File: config.mk
export PLATFORM = sky130hd
export DESIGN_NAME = barrett_reduce_pipe
export DESIGN_NICKNAME = d
export VERILOG_FILES = /design/src/rtl/barrett_pkg.sv /design/src/rtl/barrett_cond_sub.sv /design/src/rtl/barrett_reduce_pipe.sv
export SDC_FILE = /design/constraint.sdc
export NUM_CORES = 1
export LEC_CHECK = 0
export CAP_MARGIN = 30
export CORE_ASPECT_RATIO = 1.75
export CORE_UTILIZATION = 62
export CTS_BUF_LIST = sky130_fd_sc_hd__clkbuf_4
export DETAILED_ROUTE_END_ITERATION = 8
export PLACE_DENSITY = 0.83
export SYNTH_ARGS = -nofsm -noshare
export SYNTH_HDL_FRONTEND = slang
export SYNTH_HIERARCHICAL = 1
export SYNTH_SLANG_ARGS = --single-unit
File: constraint.sdc
create_clock -name clk -period 5.14 [get_ports clk]
set_input_delay 1.028 -clock clk [delete_from_list [all_inputs] [get_ports clk]]
set_output_delay 1.028 -clock clk [all_outputs]
set_load 0.1 [all_outputs]
File: src/rtl/barrett_pkg.sv
// Shared constants and elaboration helpers for the Barrett
// modular reduction pipeline.
package barrett_pkg;

  localparam int Q_967  = 967;
  localparam int K_10   = 10;
  localparam int Q_3329 = 3329;
  localparam int K_12   = 12;

  function automatic int clog2(input longint v);
    longint x;
    int     r;
    x = v - 1;
    r = 0;
    while (x > 0) begin
      r++;
      x = x >> 1;
    end
    return r;
  endfunction

  function automatic int mu_of(input int q, input int k);
    longint n;
    n = longint'(1) << (2 * k);
    return int'(n / longint'(q));
  endfunction

endpackage

File: src/rtl/barrett_cond_sub.sv
// Final Barrett correction: t2 < 3Q, so two conditional
// subtractions of Q always land in [0, Q).
module barrett_cond_sub
  import barrett_pkg::*;
#(
  parameter int K = 10
) (
  input  logic [K+1:0] t2_i,
  input  logic [K+1:0] q_i,
  output logic [K-1:0] r_o
);

  logic [K+1:0] s1;
  logic [K+1:0] s2;
  logic         unused_hi;

  always_comb begin
    s1 = t2_i;
    if (t2_i >= q_i) s1 = t2_i - q_i;
    s2 = s1;
    if (s1 >= q_i) s2 = s1 - q_i;
  end

  assign r_o       = s2[K-1:0];
  assign unused_hi = ^s2[K+1:K];

endmodule

File: src/rtl/barrett_reduce_pipe.sv
// Three-stage Barrett reduction of a 2K-bit operand mod Q
// with valid/ready flow control and a sideband tag.
module barrett_reduce_pipe
  import barrett_pkg::*;
#(
  parameter int Q     = Q_967,
  parameter int K     = K_10,
  parameter int TAG_W = 4
) (
  input  logic             clk,
  input  logic             rst,
  input  logic             in_valid,
  output logic             in_ready,
  input  logic [2*K-1:0]   din_a,
  input  logic [TAG_W-1:0] in_tag,
  output logic             out_valid,
  input  logic             out_ready,
  output logic [K-1:0]     dout_r,
  output logic [TAG_W-1:0] out_tag
);

  localparam int MU  = mu_of(Q, K);
  localparam int W1  = 2 * K + 1;
  localparam int T2W = K + 2;

  // clog2(Q+1) == K holds exactly when 2**(K-1) <= Q < 2**K
  if (clog2(longint'(Q) + 1) != K || Q < 3 || (Q % 2) == 0)
  begin : g_bad_q
    $error("barrett_reduce_pipe: Q must be odd with 2**(K-1) <= Q < 2**K");
  end

  logic             adv;
  logic             s1_v_q, s2_v_q, s3_v_q;
  logic [TAG_W-1:0] s1_tag_q, s2_tag_q, s3_tag_q;
  logic [2*K-1:0]   s1_a_q;
  logic [W1-1:0]    s1_t1_q, t1_d;
  logic [W1-1:0]    prod_w, diff_w;
  logic [T2W-1:0]   s2_t2_q, t2_d;
  logic [K-1:0]     s3_r_q, r_d;
  logic             unused_bits;

  assign adv      = !s3_v_q || out_ready;
  assign in_ready = adv;

  assign t1_d   = W1'(din_a[2*K-1:K]) * W1'(MU);
  assign prod_w = W1'(s1_t1_q[W1-1:K]) * W1'(Q);
  assign diff_w = W1'(s1_a_q) - prod_w;
  // true difference is below 3Q, so its low K+2 bits are exact
  assign t2_d   = diff_w[T2W-1:0];

  assign unused_bits = ^{s1_t1_q[K-1:0], diff_w[W1-1:T2W]};

  barrett_cond_sub #(
    .K(K)
  ) u_cond_sub (
    .t2_i(s2_t2_q),
    .q_i (T2W'(Q)),
    .r_o (r_d)
  );

  always_ff @(posedge clk) begin
    if (rst) begin
      s1_v_q   <= 1'b0;
      s2_v_q   <= 1'b0;
      s3_v_q   <= 1'b0;
      s1_tag_q <= '0;
      s2_tag_q <= '0;
      s3_tag_q <= '0;
      s1_a_q   <= '0;
      s1_t1_q  <= '0;
      s2_t2_q  <= '0;
      s3_r_q   <= '0;
    end else if (adv) begin
      s1_v_q   <= in_valid;
      s1_tag_q <= in_tag;
      s1_a_q   <= din_a;
      s1_t1_q  <= t1_d;
      s2_v_q   <= s1_v_q;
      s2_tag_q <= s1_tag_q;
      s2_t2_q  <= t2_d;
      s3_v_q   <= s2_v_q;
      s3_tag_q <= s2_tag_q;
      s3_r_q   <= r_d;
    end
  end

  assign out_valid = s3_v_q;
  assign dout_r    = s3_r_q;
  assign out_tag   = s3_tag_q;

endmodule
==> metrics.md <==
| Metric | Value |
|---|---|
| Status | finished, final reports clean |
| CP max FO | 5 |
| Finish-stage setup viols | 0 |
| Chip Width | approximately 79 um |
| Site Rows | between 40 and 50 |
| Delay-heaviest family, CP | adder cells |
| I/O Pins | between 40 and 50 |
| Post-Synth Simple-Gate Area | 0.121 |
| Count leader, synth | inv_1 |
| P&R area growth vs syn | 12.7% |
| Number of synthesized register bits | 60 |
| Initial core utilization | 0.636 |
| CTS Hold Bufs | 0 |
| Layout cell share with drive strength beyond 1 | 0.0813 |
| Fill count | roughly 750 |
| Clock Latency Late Sink | around 0.44 ns |
| Tmin final | 4.86 ns |
| Crit path launch type | input pin |
| Worst EP required | 5.45 ns |
| Placed Cells | approximately 950 |
| HP Start | s1_tag_q[0] |
| Vias in the first global route | approximately 5.7k |
| Synth cell types | 60 |
| # clock sinks | 60 |
| Drt wl/cell | approximately 16 um |
| Chip height | approximately 140 um |
| Area contributors post-synth | ha_1, dfxtp_1, fa_1 |
| Ys async rst share | 0 |
| Reg-to-reg setup timing slack | about 0.30 ns |
| Critical path endpoint category | flip-flop |
| Post-Syn Instances | 769 |
| Main synth FF type | dfxtp_1 |
| Register area share after synthesis | 0.184 |
| Antenna cell count | 0 |
| H-Tree Depth | 3 |
| Peak Freq | 0.206 GHz |
| Number of synthesized flops with an enable pin | 0 |
| Hold path endpoint | s2_tag_q[0] |
| Critical path buffers and inverters | 3 |
| Worst Skew | ~0.027 ns |
| Die area | roughly 11000 um2 |
| Compound-gate portion of the synthesized area | 0.147 |
| Cell taking the most area after synthesis | ha_1 |
| Adder-cell area share of the yosys netlist | 0.360 |
| Clk buf depth | 2 |
| # Post-CTS Setup Buffers | 0 |
| Antenna violations before repair | 0 |
| Period utilization | 0.945 |
| Most common cell on crit path | ha_1 |
| CTS tree | built |
| Final net count | 1014 |
| Yosys top cell area share | 0.194 |
| Buffers on Ports | between 40 and 50 |
| Pre-Repair DR Iteration Count | 4 |
| Fin cells | roughly 960 |
| Mapped Area | roughly 6500 um2 |
| Worst reg2reg startpoint | s2_t2_q[0] |
| Post-synthesis xor/xnor area fraction | 0.0578 |
| WP depth | 15 |
| Largest net degree at the start of global routing | 58 |
| Crit-path slowest cell | clkdlybuf4s50_1 |
| Largest family of logic cells by synthesized area | adder cells |
| Via density | about 5.6 |
| Reg2Reg Capture Point | dout_r[9] |
| Drc violations | 0 |
| CTS root buf | clkbuf_4 |
| Dpl hpwl | 12.5 mm |
| Seq. cell area | between 1000 and 1500 um2 |
| RSZ-0062 raised after global routing | no |
| PostCTS Resize Cnt | 0 |
| WHS Path Cells | 2 |
| WL final | 15.1 mm |
| Yosys warnings | 6 |
| Routability cong. | ~0.87 |
| CTS buffer count | 9 |
| Max_slew headroom | 0.329 |
| Pins Over Slew Limit | 0 |
| DR vias | ~5.4k |
| Syn avg cell area | between 8 and 9 um2 |
| Crit path DAT | a little over 5 ns |
| Setup CP Type | in2reg |
| All-Layer GR Usage | 0.298 |
| HP Class | reg2reg |
| Synth top cells by count | inv_1, nand2_1, ha_1, a21oi_1, dfxtp_1 |
| Mux share of post-synthesis cell area | 0.0363 |
| Detail Route Antenna Nets | 0 |
| Hold Fails Final Rpt | 0 |
| CP Cell Sequence | clkdlybuf4s50_1 > inv_1 > fa_1 > inv_1 > ha_1 > ha_1 > fa_1 > ha_1 > o211ai_1 > a22oi_1 > nand2_2 > o21ai_2 > a311o_1 > a211oi_1 > nor4_2 |
| Final TNS setup | 0 ns |
| 1st-iter DRT viols | between 200 and 300 |
| Clock-pin slew on the worst setup and hold paths | between 0.1 and 0.15 ns |
| Slew @ Worst Pin | ~1.0 ns |
| R2r worst-path depth | 20 |
| First-pass GRT wire length | 24.8 mm |
| Multi-input logic area | 4760 um2 |
| MaxCap Viol Count | 0 |
| CP max stage delay | roughly 0.62 ns |
| Global route total overflow | 0 |
| Area of the core | approximately 10000 um2 |
cell usage in the layout (no fill, tap or decap), types with 14 or more instances in the layout:
cell and n:
nor2_1 29, fa_1 54, xnor2_1 35, inv_1 135
clkdlybuf4s50_1 41, buf_4 15, ha_1 101, conb_1 14
a21oi_1 81, o21ai_0 14, nand2_1 108, dfxtp_1 60
mux2_2 17
per-layer routing:
metal,routed length [um],up-vias,track usage
li1,-,2638,-
met1,4970,2587,0.260
met2,8790,132,0.598
met3,461,62,0.0318
met4,883,0,0.212
met5,0,-,0
worst max-delay path by stage:
stage                     start           to  slack [ns]
floorplan           s1_t1_q[10]  s2_t2_q[10]        0.60
global placement      din_a[17]  s1_t1_q[19]        0.03
detailed placement    din_a[17]  s1_t1_q[19]       -0.11
CTS                  s2_t2_q[0]    dout_r[9]        0.33
global route         s2_t2_q[0]    dout_r[9]       0.009
finish                din_a[17]  s1_t1_q[19]        0.28
area by class of cell:
type,count,share of cell area
multi-input combinational,565,0.649
sequential,60,0.164
timing repair buffer,59,0.0774
inverter,136,0.0696
tap,127,0.0217
clock buffer,10,0.0102
clock inverter,6,0.00869
stage by stage:
| step | hold WS, ns | util | setup WS [ns] | cell area, um2 |
|---|---|---|---|---|
| floorplan | 0.432 | - | 0.597 | 6560 |
| global placement | 0.439 | 0.701 | 0.0251 | 7180 |
| detailed placement | 0.444 | 0.703 | -0.112 | 7200 |
| CTS | 0.446 | 0.717 | 0.328 | 7340 |
| global route | 0.468 | 0.717 | 0.00869 | 7340 |
| finish | 0.442 | 0.717 | 0.281 | 7340 |
registers in the layout, indices dropped and copies added, names as in the netlist:
name / count
s1_v_q: 1
s2_v_q: 1
dout_r: 10
s2_tag_q: 4
s1_tag_q: 4
s2_t2_q: 12
out_valid: 1
out_tag: 4
s1_t1_q: 11
s1_a_q: 12
logic make-up (layout without fill, tap and decap cells):
family	count (synthesis)	count (layout)
DFF	60	60
xor gates and xnor gates	43	43
adders and majority gates	155	155
and+or+nand+nor	178	178
other	2	14
AOI/OAI and AO/OA	154	154
muxes	21	21
buffers and inverters	156	211
worst register-to-register path, delay by kind of cell (launching register included):
kind | cells | cell delay [ns]
buf+inv | 3 | 0.31
flops | 1 | 0.35
mux | 2 | 0.82
simple gates | 2 | 0.25
compound gates | 9 | 1.97
fa+ha+maj | 4 | 1.02
Power is left out: the tool's default activity adds up to more than one toggle a clock period on the data nets, which glitch-free logic cannot reach.
==> patch 1, RTL diff (same flow settings) <==
Set the parameter `TAG_W` to 3 (it was 4).
--- a/src/rtl/barrett_reduce_pipe.sv
+++ b/src/rtl/barrett_reduce_pipe.sv
@@ -5,7 +5,7 @@
 #(
   parameter int Q     = Q_967,
   parameter int K     = K_10,
-  parameter int TAG_W = 4
+  parameter int TAG_W = 3
 ) (
   input  logic             clk,
   input  logic             rst,
Interface: changed (resized in_tag and out_tag); port bits go from 44 to 42. The function was not compared with the original's and may differ.
==> patch 1 against the original RTL <==
Synthesized cell count is 1.8% lower. Critical path depth is 4 higher. Final area is 0.53% lower. Register-to-register slack worse by 0.04 ns. Core utilization is 1.5 points higher. Sequential cell count is 3 lower. Routed wire length is 4.3% higher. Die area is 1.7% lower. Synthesized area is 1.7% lower. Worst setup slack worse by 0.017 ns. Critical endpoint is now dout_r[4]. Largest cell class unchanged.
Power is left out: the tool's default activity adds up to more than one toggle a clock period on the data nets, which glitch-free logic cannot reach.
==> patch 1: results <==
[logic_synthesis]
ys.warnings.count = 6
post_synth_num_cell_types = 60
synth_area_leaders = "ha_1, dfxtp_1, fa_1"
synth_sequential_area_ratio_pct = 17.8
synth_commonest_cells = "inv_1, nand2_1, ha_1, a21oi_1, dfxtp_1"

[min_path]
worst_hold_startpoint = "dout_r[6]"
timing.hold.worst_endpoint = "dout_r[6]"
worst_hold_path_cell_count = 2

[worst_setup_path]
criticalPathCategory = "reg -> reg"
slowest_delay_ns = 0.57
setup.reg_to_reg.worst_slack_ns = 0.26
critPathArrivalTime_ns = 5.19
launch_point_of_the_worst_path = "s2_t2_q[0]"
r2r-end = "dout_r[4]"
r2r_depth = 19

[routing]
firstDrtPassIters = 7
viasPerCell = 5.70
total_length_of_routed_wires_um = 15800
wl_per_cell_um = 16.6

[clock_tree]
clock_sinks = 57
clock-root-buffer = "clkbuf_4"
clk_pin_slew_worst_paths_ns = 0.12

[cells_and_area]
fraction_of_standard_cell_area_in_multi_input_logic_pct = 64.9
layout-drive-gt1-share_pct = 8.23
final.clkbuf_count = 9
multiInputCombCellCount = 557
finish.utilization_pct = 73.2
fillers = 752
clock_tree_area_fraction_pct = 2.64
layout.non_clock_buffers = 62

[timing]
least_margin_pin_slew_ns = 1.03
fin_worst_hold_slack_ns = 0.460
final_worst_path_period_share_pct = 94.9

[placed_design]
instance_area_after_placement_um2 = 7080
post-place-cells = 934
portBuffers = 41
gp_routability_congestion = 0.953
place.detailed.hpwl_um = 12500
dp_worst_setup_slack_ns = -0.109

[run_status]
run_status = "complete, no violations"

[global_routing]
grt_max_degree = 56
via_count_of_the_first_global_routing_pass = 5867
grt_pass1_wl_um = 25800
patch 1: per-layer routing:
metal | wire, um | share of wire (%) | vias to the layer above | GRT usage (%)
met3 | 541 | 3.4 | 72 | 4.90
met2 | 8940 | 57 | 176 | 62.2
met4 | 1200 | 7.6 | 0 | 24.9
met5 | 0 | 0 | - | 0
li1 | - | - | 2607 | -
met1 | 5070 | 32 | 2561 | 27.0
patch 1: cell families (layout without fill, tap and decap cells):
| family | after synthesis | after routing | share of synthesized area, % |
|---|---|---|---|
| other | 2 | 14 | 0.117 |
| DFF | 57 | 57 | 17.8 |
| adders and majority gates | 155 | 155 | 36.6 |
| xor gates and xnor gates | 43 | 43 | 5.88 |
| and+or+nand+nor | 174 | 174 | 11.9 |
| AOI/OAI and AO/OA | 150 | 150 | 14.7 |
| muxes | 21 | 21 | 3.69 |
| buffers and inverters | 153 | 212 | 9.21 |
patch 1: timing repair:
action,CTS,global route
endpoints found under the hold margin,0,0
endpoints found under the setup margin,0,10
hold buffers,0,0
resized for setup,0,2
==> patch 2, RTL diff (config.mk and constraints unchanged) <==
Without the edit above. Make the reset (`rst`) asynchronous in one clocked block.
--- a/src/rtl/barrett_reduce_pipe.sv
+++ b/src/rtl/barrett_reduce_pipe.sv
@@ -58,7 +58,7 @@
     .r_o (r_d)
   );
 
-  always_ff @(posedge clk) begin
+  always_ff @(posedge clk or posedge rst) begin
     if (rst) begin
       s1_v_q   <= 1'b0;
       s2_v_q   <= 1'b0;
Function: differs if rst is asserted again (counterexample within 4 cycles, from zero or initial values and one cycle with rst high); with rst held inactive, the same outputs for 4 cycles.
==> patch 2 against the original RTL <==
Non-clock buffer count shrank 1. Final area increased by 2.0%. Synthesized area increased by 2.1%. Final cell count shrank 2.2%. Routed wire length increased by 2.0%. Worst setup slack got worse by 0.0098 ns. Critical path depth is 5 higher. Sequential cell count stayed put.
Power is left out: the tool's default activity adds up to more than one toggle a clock period on the data nets, which glitch-free logic cannot reach.
==> patch 2: results <==
[run_status]
run_status = "complete, no violations"

[worst_setup_path]
critical_path.max_fanout = 10
launch_point_of_the_worst_path = "s2_t2_q[0]"
critical_path.startpoint_type = "register"
setup.worst_path.end = "dout_r[9]"
critPathArrivalTime_ns = 5.19
worst_path_dominant_cell_family = "compound AO/OA/AOI/OAI gates"
slowest_delay_ns = 0.44
setup.reg_to_reg.worst_slack_ns = 0.27
r2r_depth = 20
crit_path_top_delay_cell = "mux2_2"

[timing]
timing.clock.skew_ns = 0.0123
max_freq_mhz = 205
final-max-slew-violation-count = 0
fin_worst_hold_slack_ns = 0.474
slew-limit-headroom_pct = 33.6

[min_path]
timing.hold.worst.class = "reg -> reg"
worst_hold_startpoint = "out_tag[2]"
timing.hold.worst_endpoint = "out_tag[2]"
worst_hold_path_cell_count = 2

[global_routing]
groute.layer.met2.usage_pct = 59.8
use_met1_pct = 25.8
grt_max_degree = 63
antenna_found_initial = 1
grt_pass1_wl_um = 26000
grt_util_met3_pct = 5.07
via_count_of_the_first_global_routing_pass = 5972
overall_routing_resource_usage_pct = 30.4

[clock_tree]
clock-root-buffer = "clkbuf_4"
cts_inserted_buffers = 9
cts_max_level = 3
clk_pin_slew_worst_paths_ns = 0.10
clk_path_buf_depth = 2
worstSkewPairLatency_ns = 0.42

[placed_design]
place.detailed.hpwl_um = 12800
post-place-cells = 926
dp_worst_setup_slack_ns = -0.121
instance_area_after_placement_um2 = 7330
gp_routability_congestion = 0.884

[routing]
firstDrtPassIters = 6
total_length_of_routed_wires_um = 15400
detail_route.iter0.violations = 259
routed-via-count = 5309
met3WireLength_um = 434
dr.max_layer_used = "met4"
wl_met1_um = 4810
wl_met2_um = 9090

[logic_synthesis]
post_synth_num_cell_types = 62
ys.warnings.count = 6
synth_area_leaders = "dfrtp_1, ha_1, fa_1"
dominantRegCellSynth = "dfrtp_1"
synth_commonest_cells = "inv_1, nand2_1, ha_1, dfrtp_1, fa_1"
asyncSetResetFlopFracSynth_pct = 100
postSynthAreaPerCell_um2 = 8.94
synth_sequential_area_ratio_pct = 22.6

[cells_and_area]
fillers = 770
fin_cells = 942
design.final.nets = 993
layout-drive-gt1-share_pct = 8.48
patch 2: cell type report:
| class | instances | area [um2] | share of cell area [%] |
|---|---|---|---|
| Multi-Input combinational cell | 545 | 4630 | 61.8 |
| Sequential cell | 60 | 1500 | 20.1 |
| Timing Repair Buffer | 58 | 541 | 7.22 |
| Inverter | 136 | 510 | 6.82 |
| Tap cell | 127 | 159 | 2.12 |
| Clock inverter | 6 | 80.1 | 1.07 |
| Clock buffer | 9 | 67.6 | 0.902 |
| Antenna cell | 1 | 2.50 | 0.0334 |
patch 2: cells by family (layout without fill, tap and decap cells):
group	after synthesis	in the layout	share of synthesized area, %
simple gates	188	188	12.3
fa+ha+maj	155	155	35.3
buf+inv	150	209	8.70
compound gates	126	126	12.1
flops	60	60	22.6
xor+xnor	41	41	5.40
mux	21	21	3.56
other cells	2	15	0.113
patch 2: repair_timing:
action,CTS,global route
hold buffers,0,0
setup endpoints to repair,0,4
gates resized for setup,0,1
